--- src/rtl/cpu_pkg.sv ---
// Shared ISA constants for the conditional-execution path: condition codes,
// NZCV bit positions and the long-op writeback FSM encoding.
package cpu_pkg;

  localparam int unsigned COND_W  = 4;
  localparam int unsigned FLAGS_W = 4;
  localparam int unsigned STATE_W = 1;

  localparam logic [COND_W-1:0] COND_EQ = 4'b0000;
  localparam logic [COND_W-1:0] COND_NE = 4'b0001;
  localparam logic [COND_W-1:0] COND_CS = 4'b0010;
  localparam logic [COND_W-1:0] COND_CC = 4'b0011;
  localparam logic [COND_W-1:0] COND_MI = 4'b0100;
  localparam logic [COND_W-1:0] COND_PL = 4'b0101;
  localparam logic [COND_W-1:0] COND_VS = 4'b0110;
  localparam logic [COND_W-1:0] COND_VC = 4'b0111;
  localparam logic [COND_W-1:0] COND_HI = 4'b1000;
  localparam logic [COND_W-1:0] COND_LS = 4'b1001;
  localparam logic [COND_W-1:0] COND_GE = 4'b1010;
  localparam logic [COND_W-1:0] COND_LT = 4'b1011;
  localparam logic [COND_W-1:0] COND_GT = 4'b1100;
  localparam logic [COND_W-1:0] COND_LE = 4'b1101;
  localparam logic [COND_W-1:0] COND_AL = 4'b1110;
  localparam logic [COND_W-1:0] COND_NV = 4'b1111;

  localparam int unsigned FLAG_N = 3;
  localparam int unsigned FLAG_Z = 2;
  localparam int unsigned FLAG_C = 1;
  localparam int unsigned FLAG_V = 0;

  typedef enum logic [STATE_W-1:0] {
    ST_IDLE    = 1'b0,
    ST_LONG_HI = 1'b1
  } state_e;

endpackage

--- src/rtl/cond_check.sv ---
// Combinational condition-code evaluator: decides whether an instruction's
// condition field passes against the stored NZCV flags.
module cond_check
  import cpu_pkg::*;
(
  input  logic [COND_W-1:0]  i_cond,
  input  logic [FLAGS_W-1:0] i_flags,
  output logic               o_pass
);

  logic w_n, w_z, w_c, w_v;
  logic w_ge;

  assign w_n  = i_flags[FLAG_N];
  assign w_z  = i_flags[FLAG_Z];
  assign w_c  = i_flags[FLAG_C];
  assign w_v  = i_flags[FLAG_V];
  assign w_ge = (w_n == w_v);

  always_comb begin
    o_pass = 1'b0;
    case (i_cond)
      COND_EQ: o_pass = w_z;
      COND_NE: o_pass = ~w_z;
      COND_CS: o_pass = w_c;
      COND_CC: o_pass = ~w_c;
      COND_MI: o_pass = w_n;
      COND_PL: o_pass = ~w_n;
      COND_VS: o_pass = w_v;
      COND_VC: o_pass = ~w_v;
      COND_HI: o_pass = w_c & ~w_z;
      COND_LS: o_pass = ~w_c | w_z;
      COND_GE: o_pass = w_ge;
      COND_LT: o_pass = ~w_ge;
      COND_GT: o_pass = ~w_z & w_ge;
      COND_LE: o_pass = w_z | ~w_ge;
      COND_AL: o_pass = 1'b1;
      default: o_pass = 1'b0;
    endcase
  end

endmodule

--- src/rtl/cond_unit.sv ---
// Conditional-execution unit: NZCV flag register, strobe gating and the
// two-cycle RdLo/RdHi writeback sequencer for 64-bit multiplies.
module cond_unit
  import cpu_pkg::*;
(
  input  logic               clk,
  input  logic               reset,
  input  logic               Valid,
  input  logic [COND_W-1:0]  Cond,
  input  logic [FLAGS_W-1:0] ALUFlags,
  input  logic [1:0]         FlagW,
  input  logic               PCS,
  input  logic               RegW,
  input  logic               MemW,
  input  logic               NoWrite,
  input  logic               LongOp,
  output logic               CondEx,
  output logic               PCSrc,
  output logic               RegWrite,
  output logic               MemWrite,
  output logic               WriteSel,
  output logic               Stall,
  output logic [FLAGS_W-1:0] Flags
);

  state_e             r_state;
  state_e             w_next_state;
  logic [FLAGS_W-1:0] r_flags;
  logic               w_pass;
  logic               w_valid;
  logic               w_condex_idle;
  logic               w_reg_req;
  logic               w_long_start;

  cond_check u_cond_check (
    .i_cond  (Cond),
    .i_flags (r_flags),
    .o_pass  (w_pass)
  );

  // Valid is masked by reset so every strobe reads 0 while reset is held.
  assign w_valid       = Valid & reset;
  assign w_condex_idle = w_valid & w_pass;
  assign w_reg_req     = RegW & ~NoWrite;
  assign w_long_start  = w_condex_idle & LongOp & w_reg_req;

  always_ff @(posedge clk or negedge reset) begin
    if (!reset) begin
      r_state <= ST_IDLE;
    end else begin
      r_state <= w_next_state;
    end
  end

  always_comb begin
    w_next_state = r_state;
    case (r_state)
      ST_IDLE:    if (w_long_start) w_next_state = ST_LONG_HI;
      ST_LONG_HI: w_next_state = ST_IDLE;
      default:    w_next_state = ST_IDLE;
    endcase
  end

  always_comb begin
    CondEx   = 1'b0;
    PCSrc    = 1'b0;
    RegWrite = 1'b0;
    MemWrite = 1'b0;
    WriteSel = 1'b0;
    Stall    = 1'b0;
    case (r_state)
      ST_IDLE: begin
        CondEx   = w_condex_idle;
        PCSrc    = w_condex_idle & PCS;
        MemWrite = w_condex_idle & MemW;
        RegWrite = w_condex_idle & w_reg_req;
        Stall    = w_long_start;
      end
      // Second half of a long op: upstream still holds it, so write RdHi.
      ST_LONG_HI: begin
        CondEx   = 1'b1;
        RegWrite = 1'b1;
        WriteSel = 1'b1;
      end
      default: ;
    endcase
  end

  // Flags only update from an executing instruction in IDLE; no forwarding.
  always_ff @(posedge clk or negedge reset) begin
    if (!reset) begin
      r_flags <= '0;
    end else if ((r_state == ST_IDLE) && w_condex_idle) begin
      if (FlagW[1]) begin
        r_flags[FLAG_N] <= ALUFlags[FLAG_N];
        r_flags[FLAG_Z] <= ALUFlags[FLAG_Z];
      end
      if (FlagW[0]) begin
        r_flags[FLAG_C] <= ALUFlags[FLAG_C];
        r_flags[FLAG_V] <= ALUFlags[FLAG_V];
      end
    end
  end

  assign Flags = r_flags;

endmodule

--- config.mk ---
export PLATFORM = sky130hd
export DESIGN_NAME = cond_unit
export DESIGN_NICKNAME = d
export VERILOG_FILES = /design/src/rtl/cpu_pkg.sv /design/src/rtl/cond_check.sv /design/src/rtl/cond_unit.sv
export SDC_FILE = /design/constraint.sdc
export NUM_CORES = 1
export LEC_CHECK = 0
export BUFFER_PORTS_ARGS = -buffer_cell sky130_fd_sc_hd__buf_2
export CAP_MARGIN = 20
export CORE_AREA = 8 8 45 47
export DETAILED_ROUTE_END_ITERATION = 8
export DIE_AREA = 0 0 53 55
export PLACE_DENSITY = 0.79
export REMOVE_ABC_BUFFERS = 1
export SETUP_SLACK_MARGIN = 0.02
export SLEW_MARGIN = 20
export SYNTH_ARGS = -nofsm -noshare
export SYNTH_HDL_FRONTEND = slang
export SYNTH_SLANG_ARGS = --single-unit
export TNS_END_PERCENT = 10
--- constraint.sdc ---
create_clock -name clk -period 3.2 [get_ports clk]
set_clock_uncertainty 0.2 [all_clocks]
set_input_delay 0.32 -clock clk [delete_from_list [all_inputs] [get_ports clk]]
set_output_delay 0.32 -clock clk [all_outputs]
set_load 0.05 [all_outputs]
# Word level (Yosys, flattened, before mapping)
# Index checks and enable logic that the tools add are counted.
[classes]
n_eq_ne = 15
n_mux = 9
bitwise_logic = 19
n_reduce_logical = 4
[op_table]
columns = ["op", "count"]
rows = [
  ["$eq A4 B4 Y1 const B", 7],
  ["$eq A4 B3 Y1 const B", 4],
  ["$pmux W1 S15", 1],
  ["$and A1 B1 Y1", 10],
  ["$eq A4 B2 Y1 const B", 2],
  ["$not A1 Y1", 7],
  ["$pmux W1 S2", 3],
  ["$mux W1", 5],
  ["$eq A4 B1 Y1 const B", 1],
  ["$logic_not A4 Y1", 1],
  ["$reduce_and A2 Y1", 2],
  ["$or A1 B1 Y1", 2],
  ["$eq A1 B1 Y1", 1],
  ["$logic_and A1 B1 Y1", 1],
]
[totals]
ff_bits = 5
output_inout_bits = 10
elab_cells = 50

# Logic depth before layout (Yosys ltp)
# Gate-level depths: netlist (run 1).
[logic_depth]
word_depth = 9
mapped_depth = 7

# Hierarchy
# A second synthesis (run 1) with hierarchy kept.
[unflattened]
hier_cells = 47
hier_area_um2 = 430.4
[by_module_without_submodules]
columns = ["module", "instances", "cells_per_inst", "area_each_um2", "seq_area_each_um2"]
rows = [
  ["cond_unit", 1, 19, 236.5, 125.1],
  ["cond_check", 1, 28, 193.9, 0.0],
]

# Worst setup path after synthesis (run 1)
# Ideal clock, no wire load.
[synth_path]
path_kind = "register to output"
from = "reg r_flags[3], in the netlist Flags[3]"
to = "out Stall"
arrival_time_ns = 2.614
t_required_ns = 2.680
path_slack_ns = 0.066
path_stages_with_launch = 7
path_cell_list = "dfrtp_1 > mux2_4 > a21oi_2 > o221a_4 > o221ai_4 > nand2_1 > nor3_1"
[synth_via]
elab_chain_len = 8
elab_cells_between_ends = 10
cone_classes = "1 x eq/ne; 2 x mux; 7 x bitwise"
[synth_lines]
columns = ["item", "line", "text"]
rows = [
  ["start, declared", "cond_unit.sv:28", "logic [FLAGS_W-1:0] r_flags;"],
  ["start signal, assigned by index", "cond_unit.sv:95", "r_flags[FLAG_N] <= ALUFlags[FLAG_N];"],
  ["start signal, assigned by index", "cond_unit.sv:96", "r_flags[FLAG_Z] <= ALUFlags[FLAG_Z];"],
  ["start signal, assigned by index", "cond_unit.sv:99", "r_flags[FLAG_C] <= ALUFlags[FLAG_C];"],
  ["$eq A1 B1 Y1", "cond_check.sv:18", "assign w_ge = (w_n == w_v);"],
  ["$not A1 Y1", "cond_check.sv:34, cond_check.sv:36", ""],
  ["$or A1 B1 Y1", "cond_check.sv:36", "COND_LE: o_pass = w_z | ~w_ge;"],
  ["$pmux W1 S15 *", "cond_check.sv:22", "case (i_cond)"],
  ["$and A1 B1 Y1 *", "cond_unit.sv:43", "assign w_condex_idle = w_valid & w_pass;"],
  ["$and A1 B1 Y1 * (2 in series)", "cond_unit.sv:45", "assign w_long_start = w_condex_idle & LongOp & w_reg_req;"],
  ["$mux W1 *", "cond_unit.sv:71", "case (r_state)"],
  ["end, declared", "cond_unit.sv:22", "output logic Stall,"],
]
# Every way passes the cells marked *; elsewhere a longest branch is shown, timed or not.

# Worst setup path after layout (run 1)
[layout_path]
from = "reg r_flags[0], in the netlist Flags[0]"
to = "out Stall"
# Same word-level chain as after synthesis.

==> results of run 1 <==
-- worst register-to-register path, cell delays in order (launching register included) --
cell and delay, ns:
dfrtp_1 0.43, xor2_1 0.26, o2bb2ai_1 0.12, xnor2_1 0.25, o221ai_4 0.17, nand3_2 0.12
mux2_1 0.31
-- flip-flops by register name (all words and copies together) (netlist names) --
| signal | count |
|---|---|
| r_state | 1 |
| Flags | 4 |
-- final cells by class --
| type | count | area [um2] |
|---|---|---|
| Inverter | 1 | 3.754 |
| Sequential cell | 5 | 125.1 |
| Clock buffer | 4 | 26.28 |
| Tap cell | 16 | 20.02 |
| Multi-Input combinational cell | 41 | 337.8 |
| Fill cell | 132 | 725.7 |
| Timing Repair Buffer | 28 | 145.1 |
-- per-layer routing --
metal	vias up	global-route usage (%)	part of all wire, %	routed length [um]
li1	242	-	-	-
met1	212	10.89	47	570
met2	28	14.84	39	472
met3	5	4.278	11	130
met4	0	9.052	3.1	38
met5	-	0	0	0
-- per-stage QoR --
stage                     cell area [um2]  power (uW)  cells
after floorplan                     466.7       354.3     47
after global placement              621.8       422.8     90
after detailed placement            621.8       429.7     90
after CTS                           658.1       510.0     95
after global routing                658.1       534.8     95
final                               658.1       499.7     95
-- cells in the final DEF, fill, tap and decap left out, drive strengths merged --
| cell type | n |
|---|---|
| o221ai | 1 |
| dfrtp | 5 |
| o221a | 1 |
| o311a | 1 |
| nand4 | 2 |
| mux2 | 5 |
| nor2 | 2 |
| inv | 1 |
| buf | 27 |
| nor3 | 1 |
| and3 | 2 |
| o211ai | 1 |
| xnor2 | 1 |
| nand3 | 4 |
| a21oi | 2 |
| xor2 | 2 |
| nand3b | 1 |
| nor2b | 3 |
| clkbuf | 4 |
| nor3b | 3 |
| dlygate4sd3 | 1 |
| nand2b | 4 |
| o2bb2ai | 1 |
| o21bai | 1 |
| nand2 | 3 |
-- cells by family after synthesis --
logic type      share of synthesized area (%)
simple gates                            31.82
compound gates                          18.94
mux                                     12.12
flops                                   25.25
buf+inv                                 6.565
xor+xnor                                5.304
-- how the worst min path moves through the flow --
| stage | to | slack [ns] | cells past startpoint |
|---|---|---|---|
| floorplan | Flags[0] | -0.18 | 0 |
| CTS | Flags[0] | 0.07 | 2 |
| global route | Flags[1] | 0.08 | 2 |
| finish | Flags[0] | 0.08 | 2 |
| global placement | Flags[1] | -0.05 | 1 |
| detailed placement | Flags[2] | -0.05 | 1 |
-- power by group through the flow --
stage          clock [uW]  sequential (uW)  combinational [uW]
2_1_floorplan           0              209                 145
3_3_place_gp            0              125                 298
3_5_place_dp            0              127                 302
4_1_cts              79.4              127                 304
5_1_grt              81.7              132                 322
6_report             74.8              125                 300
-- timing repair --
action | CTS | global route
gates resized for setup | 0 | 0
hold buffers | 1 | 0
endpoints found under the hold margin | 5 | 0
==> results.sh, run 1 <==
export IMPL_intPower_uw=244.2
export IMPL_regToRegEndpoint="Flags[1]"
export IMPL_synth_top_area_cell="dfrtp_1"
export IMPL_finalCoreUtilization_pct=47.56
export IMPL_core_um2=1384
export IMPL_p_comb_share_pct=59.9
export IMPL_netlist_top_cells_area="dfrtp_1 (25%), mux2_1 (9.1%), o221ai_4 (5.3%)"
export IMPL_crit_path_end_kind="output pin"
export IMPL_grt_remaining_overflow=0
export IMPL_largest_net_degree_at_the_start_of_global_routing=11
export IMPL_critical_path_required_ns=2.68
export IMPL_power_share_sequential_pct=25.1
export IMPL_detailed_place_hpwl_um=999.7
export IMPL_area_growth_syn_to_layout_pct=32.83
export IMPL_floorplan_die_width_um=53
export IMPL_critical_path_class="reg2out"
export IMPL_timing_final_max_slew_violations=0
export IMPL_sw_frac_of_total_pct=51.14
export IMPL_cp_top_family="XOR/XNOR gates"
export IMPL_final_setup_worst_slack_ns=0.6534
export IMPL_final_setup_tns_ns=0
export IMPL_crit_path_max_incr_delay_ns=0.43
export IMPL_num_cts_buffers=3
export IMPL_synth_cell_area_um2=495.5
export IMPL_grt_pass1_vias=520
export IMPL_critical_path_reg2reg_startpoint="Flags[0]"
export IMPL_num_antenna_cells=0
export IMPL_drtIter0Drc=5
export IMPL_drive_above_1_share_pct=46.84
export IMPL_ctsHtreeMaxLevel=1
export IMPL_start_kind="flop"
export IMPL_post_place_ws_ns=0.8068
export IMPL_worst_setup_hold_path_clk_slew_ns=0.04
export IMPL_max_slew_margin_rel_pct=77.55
export IMPL_number_of_enable_type_register_cells_in_the_synthesized_netlist=0
export IMPL_yosysWarnings=0
export IMPL_via_count=487
export IMPL_fin_hold_ws_ns=0.08316
export IMPL_drv_cap=0
export IMPL_crit_path_time_final_ns=2.547
export IMPL_synth_async_sr_flop_share_pct=100.0
export IMPL_drt_vias_per_instance=5.126
export IMPL_outcome="completed"
export IMPL_clock_tree_from_tritoncts="built"
export IMPL_timing_worst_slew_pin_value_ns=0.3355
export IMPL_cp_num_cells=7
export IMPL_finalWeightedCongestion=0.7550
export IMPL_floorplan_initialDensity_pct=35.80
export IMPL_final_setup_viol_count=0
export IMPL_syn_mean_instance_area_um2=9.715
export IMPL_synth_top_cells_by_count="dfrtp_1 (5), mux2_1 (4), nand2b_1 (4)"
export IMPL_crit_fanout=6
export IMPL_layout_worst_path_cycle_share_pct=79.58
export IMPL_total_leakage_power_uw=0.0003149
export IMPL_finish_net_count=98
export IMPL_yosys_most_used_dff="dfrtp_1"
export IMPL_grt_first_pass_wirelength_um=2159
export IMPL_ioPinCount=28
export IMPL_critPathBufInv=1
export IMPL_cellPowerDensity_nw_per_um2=759.3
export IMPL_seq_area_frac_synth_pct=25.25
export IMPL_irDropWorstVdd_v=0.0004307
export IMPL_synthDominantCellAreaShare_pct=25.25
export IMPL_ant_nets=0
export IMPL_avgRoutedWirePerCell_um=12.75
export IMPL_flop2flop_setup_slack_ns=1.22
export IMPL_timing_hold_worst_class="in2reg"
export IMPL_post_synth_top_count_cell="dfrtp_1"
export IMPL_ys_seq_elements=5
export IMPL_post_cts_setup_buffers=0
export IMPL_antenna_found_initial=0
export IMPL_drc=0
export IMPL_port_buffers=27
export IMPL_dieHeight_um=55
export IMPL_clk_network_pwr_share_pct=15.0
export IMPL_placement_rows=14
export IMPL_critical_path_cell_chain="xor2_1 -> o2bb2ai_1 -> xnor2_1 -> o221ai_4 -> nand2_1 -> nor3_1 -> buf_2"
export IMPL_worst_hold_startpoint="ALUFlags[0]"
export IMPL_clk_latency_ns=0.25
export IMPL_clock_tree_root_cell="clkbuf_4"
export IMPL_floorplan_die_area_um2=2915
export IMPL_global_route_usage_total_pct=10.09
export IMPL_netSwitchingPower_uw=255.6
export IMPL_drt_first_pass_iters=4
export IMPL_length_in_cells_of_the_worst_reg_to_reg_path=6
export IMPL_postSynthCellCount=51
export IMPL_timing_critical_path_arrival_ns=2.03
export IMPL_worstSetupEndpoint="Stall"
export IMPL_routed_wl_um=1211
export IMPL_cell_with_the_largest_stage_delay_on_the_worst_path="dfrtp_1"
export IMPL_setup_repair_after_global_routing_missed_its_margin="no"
export IMPL_final_hold_viol_count=0
export IMPL_max_freq_mhz=392.7
export IMPL_clock_sinks=5
export IMPL_netlist_cell_type_count=29
export IMPL_cts_path_max_buffers=2
export IMPL_setup_worst_path_start="Flags[0]"
Note: power is estimated with default switching activity, not from simulation.
==> inputs of run 2 (changes only) <==
--- a/config.mk
+++ b/config.mk
@@ -7,10 +7,10 @@
 export LEC_CHECK = 0
 export BUFFER_PORTS_ARGS = -buffer_cell sky130_fd_sc_hd__buf_2
 export CAP_MARGIN = 20
-export CORE_AREA = 8 8 45 47
+export CORE_MARGIN = 8
+export CORE_UTILIZATION = 37
 export DETAILED_ROUTE_END_ITERATION = 8
-export DIE_AREA = 0 0 53 55
-export PLACE_DENSITY = 0.79
+export PLACE_DENSITY = 0.82
 export REMOVE_ABC_BUFFERS = 1
 export SETUP_SLACK_MARGIN = 0.02
 export SLEW_MARGIN = 20
==> constraint.sdc (replaced) <==
create_clock -name clk -period 2.3 [get_ports clk]
set_clock_uncertainty 0.2 [all_clocks]
set_input_delay 0.23 -clock clk [delete_from_list [all_inputs] [get_ports clk]]
set_output_delay 0.23 -clock clk [all_outputs]
set_load 0.05 [all_outputs]
==> run 2 against run 1 <==
Against the previous run:
- the flow now finishes with violations (setup timing)
- first-iteration DRC count is 80% higher
- clock power is 36% higher
- via count is 4.1% higher
- clock-buffer cell count is 1 lower
- sequential power is 50% higher
- sequential cell count stayed put
- register-to-register slack worse by 0.90 ns
- power is 47% higher
- non-clock buffer count is 4 higher
==> results.sh, run 2 (synthesized netlist as in run 1, its figures left out) <==
export IMPL_clock_tree_from_tritoncts="built"
export IMPL_detailed_place_hpwl_um=1025
export IMPL_global_route_usage_total_pct=11.00
export IMPL_critical_path_reg2reg_startpoint="Flags[3]"
export IMPL_largest_reg_flops=4
export IMPL_met3_routed_length_um=104
export IMPL_sw_frac_of_total_pct=50.85
export IMPL_grt_pass1_vias=546
export IMPL_area_growth_syn_to_layout_pct=50.76
export IMPL_floorplan_die_width_um=52.60
export IMPL_final_cell_count_no_fill=98
export IMPL_cts_path_max_buffers=2
export IMPL_clk_network_pwr_share_pct=13.9
export IMPL_dieHeight_um=52.60
export IMPL_port_buffers=27
export IMPL_topRoutingLayerUsed="met4"
export IMPL_crit_fanout=6
export IMPL_outcome="complete, but fails checks"
export IMPL_final_hold_viol_count=0
export IMPL_max_freq_mhz=429.9
export IMPL_ant_nets=0
export IMPL_avgRoutedWirePerCell_um=14.00
export IMPL_crit_path_end_kind="output pin"
export IMPL_final_setup_viol_count=2
export IMPL_timing_critical_path_arrival_ns=1.90
export IMPL_worst_setup_hold_path_clk_slew_ns=0.05
export IMPL_clk_latency_ns=0.25
export IMPL_length_in_cells_of_the_worst_reg_to_reg_path=6
export IMPL_num_fill_cells=113
export IMPL_num_antenna_cells=0
export IMPL_layout_commonest_cell="buf_2"
export IMPL_worstSetupEndpoint="Stall"
export IMPL_clock_tree_root_cell="clkbuf_4"
export IMPL_total_leakage_power_uw=0.0003376
export IMPL_floorplan_initialDensity_pct=39.05
export IMPL_finalCoreUtilization_pct=58.88
export IMPL_layout_common_cells="buf_2 (22), dlygate4sd3_1 (5), nand2b_1 (4), mux2_1 (4), buf_6 (4)"
export IMPL_crit_path_time_final_ns=2.326
export IMPL_ctsHtreeMaxLevel=1
export IMPL_max_slew_margin_rel_pct=75.22
export IMPL_number_of_placed_instances_with_taps_included=89
export IMPL_regArea_um2=128.9
export IMPL_cellPowerDensity_nw_per_um2=981.8
export IMPL_regToRegEndpoint="Flags[0]"
export IMPL_drc=0
export IMPL_power_share_sequential_pct=25.5
export IMPL_critical_path_class="reg2out"
export IMPL_critical_path_required_ns=1.87
export IMPL_multi_input_area_um2=355.3
export IMPL_intPower_uw=360.5
export IMPL_ioPinCount=28
export IMPL_violations="setup timing"
export IMPL_flop2flop_setup_slack_ns=0.32
export IMPL_netSwitchingPower_uw=372.9
export IMPL_setup_repair_after_global_routing_missed_its_margin="yes"
export IMPL_core_um2=1269
export IMPL_met1_length_um=569
export IMPL_drive_above_1_share_pct=53.01
export IMPL_timing_worst_slew_pin_value_ns=0.3704
export IMPL_antenna_found_initial=0
export IMPL_clock_sinks=5
export IMPL_p_comb_share_pct=60.6
export IMPL_grt_remaining_overflow=0
export IMPL_num_cts_buffers=3
export IMPL_final_setup_worst_slack_ns=-0.02586
export IMPL_layout_worst_path_cycle_share_pct=101.1
export IMPL_start_kind="flop"
export IMPL_grt_first_pass_wirelength_um=2290
export IMPL_drt_first_pass_iters=4
export IMPL_drt_vias_per_instance=5.173
export IMPL_drv_cap=0
export IMPL_placement_rows=13
export IMPL_fin_hold_ws_ns=0.02873
export IMPL_timing_final_max_slew_violations=0
export IMPL_irDropWorstVdd_v=0.0006943
export IMPL_route_met2_wl_um=667
export IMPL_drtIter0Drc=9
export IMPL_largest_net_degree_at_the_start_of_global_routing=11
export IMPL_setup_worst_path_start="Flags[3]"
export IMPL_timing_hold_worst_class="in2reg"
export IMPL_via_count=507
export IMPL_floorplan_die_area_um2=2766
export IMPL_routed_wl_um=1372
export IMPL_finish_net_count=102
export IMPL_finalWeightedCongestion=0.7907
[run 2: cell count changes in the layout (fill, tap and decap cells not counted)]
cell / previous run / this run
nor3_2: 0 / 1
nor3b_1: 2 / 1
clkinv_2: 0 / 1
buf_6: 0 / 4
clkbuf_1: 1 / 0
dfrtp_1: 5 / 2
nor3b_2: 1 / 2
buf_4: 0 / 1
xor2_2: 0 / 1
xor2_1: 2 / 1
buf_2: 27 / 22
dfrtp_2: 0 / 3
dlygate4sd3_1: 1 / 5
nor3_1: 1 / 0
[run 2: metal layers]
metal	global-route usage (%)	vias up
met2	17.98	23
met3	4.261	4
li1	-	249
met5	0	-
met4	7.759	0
met1	11.20	231
[run 2: metrics by stage]
step	power [uW]	TNS (ns)	instance area (um2)	worst slack (ns)
2_1_floorplan	492.9	-2.136	466.7	-0.7569
3_3_place_gp	587.5	0	620.6	0.1529
3_5_place_dp	596.6	0	620.6	0.06013
4_1_cts	733.5	-0.1165	732.0	-0.06484
5_1_grt	778.6	-0.5265	747.0	-0.1850
6_report	733.4	-0.05100	747.0	-0.02586
[run 2: timing repair]
item | 4_1_cts | 5_1_grt
resized for setup | 13 | 2
hold buffers | 4 | 1
buffers inserted | 0 | 0
endpoints found under the setup margin | 5 | 5
hold endpoints to repair | 8 | 1
[run 2: layout make-up]
cell class,instances,area share [%]
multi-input combinational,41,47.57
timing repair buffer,32,28.48
sequential,5,17.25
clock buffer,3,3.015
tap,15,2.513
clock inverter,1,0.6700
inverter,1,0.5025
[run 2: worst min path at each step]
stage / startpoint / depth (start not counted) / slack [ns] / to
floorplan: reset / 0 / -0.27 / Flags[0]
global placement: reset / 1 / -0.15 / Flags[3]
detailed placement: reset / 1 / -0.14 / Flags[3]
CTS: ALUFlags[2] / 2 / 0.0006 / Flags[2]
global route: LongOp / 3 / 0.06 / r_state
finish: LongOp / 3 / 0.03 / r_state
[run 2: critical path, stage by stage (launching register included)]
cell and delay [ns]:
dfrtp_2 0.44, xor2_2 0.20, o2bb2ai_1 0.18, xnor2_1 0.13, o221ai_4 0.24, nand2_1 0.10
nor3_2 0.17, buf_6 0.19
[run 2: power groups by stage]
stage / Combinational, uW / Clock (uW) / Sequential, uW
2_1_floorplan: 202 / 0 / 291
3_3_place_gp: 415 / 0 / 172
3_5_place_dp: 422 / 0 / 174
4_1_cts: 442 / 107 / 184
5_1_grt: 472 / 114 / 193
6_report: 444 / 102 / 187
==> inputs of run 3 (changes only) <==
--- a/config.mk
+++ b/config.mk
@@ -11,7 +11,6 @@
 export CORE_UTILIZATION = 37
 export DETAILED_ROUTE_END_ITERATION = 8
 export PLACE_DENSITY = 0.82
-export REMOVE_ABC_BUFFERS = 1
 export SETUP_SLACK_MARGIN = 0.02
 export SLEW_MARGIN = 20
 export SYNTH_ARGS = -nofsm -noshare
==> run 3 against run 2 <==
Against the previous run:
- the flow still finishes with violations (setup timing)
- global-route usage rose by 0.73 points
- worst setup slack got worse by 0.012 ns
- final cell count did not move
- sequential share of layout area fell by 0.77 points
- design area rose by 5.7%
- combinational power rose by 11%
- die area did not move
- first-iteration DRC count fell by 89%
- routed wire length rose by 9.7%
- power rose by 6.9%
- critical endpoint unchanged
- largest cell class unchanged
- highest routed layer unchanged
==> results.sh, run 3 (synthesized netlist as in run 1, its figures left out) <==
export IMPL_largest_net_degree_at_the_start_of_global_routing=11
export IMPL_critical_path_required_ns=1.87
export IMPL_grt_first_pass_wirelength_um=2511
export IMPL_post_place_ws_ns=0.07559
export IMPL_max_freq_mhz=427.8
export IMPL_drive_above_1_share_pct=62.65
export IMPL_global_route_usage_total_pct=11.74
export IMPL_critPathBufInv=1
export IMPL_drt_first_pass_iters=4
export IMPL_detailed_place_hpwl_um=1133
export IMPL_placement_rows=13
export IMPL_drv_cap=0
export IMPL_clock_tree_root_cell="clkbuf_4"
export IMPL_ant_nets=0
export IMPL_dieHeight_um=52.60
export IMPL_port_buffers=27
export IMPL_avgRoutedWirePerCell_um=15.36
export IMPL_p_comb_share_pct=63.1
export IMPL_power_share_sequential_pct=24.4
export IMPL_cts_path_max_buffers=2
export IMPL_clock_tree_from_tritoncts="built"
export IMPL_layout_common_cells="buf_2 (22), dfrtp_2 (4), mux2_1 (4), buf_4 (4)"
export IMPL_total_leakage_power_uw=0.0003625
export IMPL_crit_path_max_incr_delay_ns=0.44
export IMPL_core_um2=1269
export IMPL_timing_hold_worst_class="in2reg"
export IMPL_met1_length_um=573
export IMPL_num_cts_buffers=3
export IMPL_layout_worst_path_cycle_share_pct=101.6
export IMPL_final_hold_viol_count=0
export IMPL_area_growth_syn_to_layout_pct=59.34
export IMPL_start_kind="flop"
export IMPL_syn_nets=69
export IMPL_critical_path_cell_chain="xor2_2 -> o2bb2ai_1 -> xnor2_1 -> o221ai_4 -> nand2_2 -> nor3_4 -> buf_6"
export IMPL_finalCoreUtilization_pct=62.23
export IMPL_met3_routed_length_um=105
export IMPL_violations="setup timing"
export IMPL_routed_wl_um=1505
export IMPL_drt_vias_per_instance=5.214
export IMPL_final_setup_viol_count=3
export IMPL_cellPowerDensity_nw_per_um2=993.5
export IMPL_floorplan_initialDensity_pct=39.05
export IMPL_clk_latency_ns=0.24
export IMPL_floorplan_die_area_um2=2766
export IMPL_num_antenna_cells=0
export IMPL_grt_remaining_overflow=0
export IMPL_largest_reg_flops=4
export IMPL_timing_final_max_slew_violations=0
export IMPL_outcome="complete, but fails checks"
export IMPL_via_count=511
export IMPL_critical_path_reg2reg_startpoint="Flags[3]"
export IMPL_finish_net_count=102
export IMPL_cp_top_family="compound AO/OA/AOI/OAI gates"
export IMPL_sw_frac_of_total_pct=49.68
export IMPL_netSwitchingPower_uw=389.7
export IMPL_grt_pass1_vias=611
export IMPL_topRoutingLayerUsed="met4"
export IMPL_irDropWorstVdd_v=0.0006684
export IMPL_timing_critical_path_arrival_ns=1.91
export IMPL_worst_hold_startpoint="ALUFlags[0]"
export IMPL_clk_network_pwr_share_pct=12.5
export IMPL_worst_setup_hold_path_clk_slew_ns=0.04
export IMPL_crit_path_end_kind="output pin"
export IMPL_cell_with_the_largest_stage_delay_on_the_worst_path="dfrtp_2"
export IMPL_crit_path_time_final_ns=2.338
export IMPL_route_met2_wl_um=808
export IMPL_critical_path_class="reg2out"
export IMPL_intPower_uw=394.7
export IMPL_max_slew_margin_rel_pct=79.45
export IMPL_multi_input_area_um2=396.6
export IMPL_antenna_found_initial=0
export IMPL_ctsHtreeMaxLevel=1
export IMPL_setup_repair_after_global_routing_missed_its_margin="yes"
export IMPL_clock_sinks=5
export IMPL_layout_commonest_cell="buf_2"
export IMPL_regArea_um2=130.1
export IMPL_floorplan_die_width_um=52.60
export IMPL_timing_worst_slew_pin_value_ns=0.3083
export IMPL_num_fill_cells=108
export IMPL_drc=0
export IMPL_ioPinCount=28
export IMPL_finalWeightedCongestion=0.7467
export IMPL_final_setup_worst_slack_ns=-0.03779
export IMPL_setup_worst_path_start="Flags[3]"
export IMPL_crit_fanout=6
export IMPL_drtIter0Drc=1
-- run 3: changes by cell type in the layout (fill, tap and decap cells not counted), moves of 2 or more --
cell,delta
nand2b_4,+2
nand2b_1,-2
dlygate4sd3_1,-4
buf_4,+3
buf_8,+2
-- run 3: through the flow --
stage | instance area, um2 | hold WS, ns | std cells | power [uW] | setup TNS (ns)
3_5_place_dp | 665.6 | -0.1452 | 91 | 620.7 | 0
2_1_floorplan | 525.5 | -0.2656 | 51 | 519.5 | -0.01586
4_1_cts | 755.7 | 0.004094 | 96 | 754.1 | -0.1623
3_3_place_gp | 665.6 | -0.1471 | 91 | 604.6 | 0
6_report | 789.5 | 0.009964 | 98 | 784.4 | -0.05139
5_1_grt | 789.5 | 0.01257 | 98 | 833.4 | -0.4754
-- run 3: path summary, 6_finish.rpt --
check	end	slack [ns]	cells past startpoint
min in group asynchronous	r_state	0.17	2
min	Flags[0]	0.01	2
max reg2reg	Flags[2]	0.16	7
max	Stall	-0.04	7
min reg2reg	Flags[1]	0.35	1
max in group asynchronous	Flags[0]	1.58	2
-- run 3: cell type report --
type / instances / share of cell area [%]
multi-input combinational: 41 / 50.24
timing repair buffer: 32 / 27.10
sequential: 5 / 16.48
clock buffer: 4 / 3.328
tap: 15 / 2.377
inverter: 1 / 0.4754
-- run 3: what timing repair did --
| item | in CTS | in global routing |
|---|---|---|
| endpoints found under the setup margin | 5 | 5 |
| hold endpoints to repair | 5 | 0 |
| gates resized for setup | 14 | 3 |
| buffers inserted | 0 | 2 |
| hold buffers | 1 | 0 |
| pin swaps | 3 | 1 |
-- run 3: worst reg2reg max path, stage by stage (launching register included) --
cell and delay (ns):
dfrtp_2 0.44, xor2_2 0.20, o2bb2ai_1 0.21, xnor2_1 0.14
o221ai_4 0.27, buf_4 0.17, nand3_2 0.08, mux2_1 0.32
-- run 3: layer usage --
metal / GRT usage [%] / up-vias
li1: - / 247
met1: 11.99 / 244
met4: 8.621 / 0
met3: 2.841 / 2
met2: 20.16 / 18
met5: 0 / -
-- run 3: power by group through the flow --
stage / Sequential, uW / Combinational (uW) / Clock (uW)
finish: 192 / 495 / 97.8
global route: 200 / 522 / 111
CTS: 190 / 462 / 103
detailed placement: 183 / 438 / 0
global placement: 179 / 425 / 0
floorplan: 299 / 221 / 0
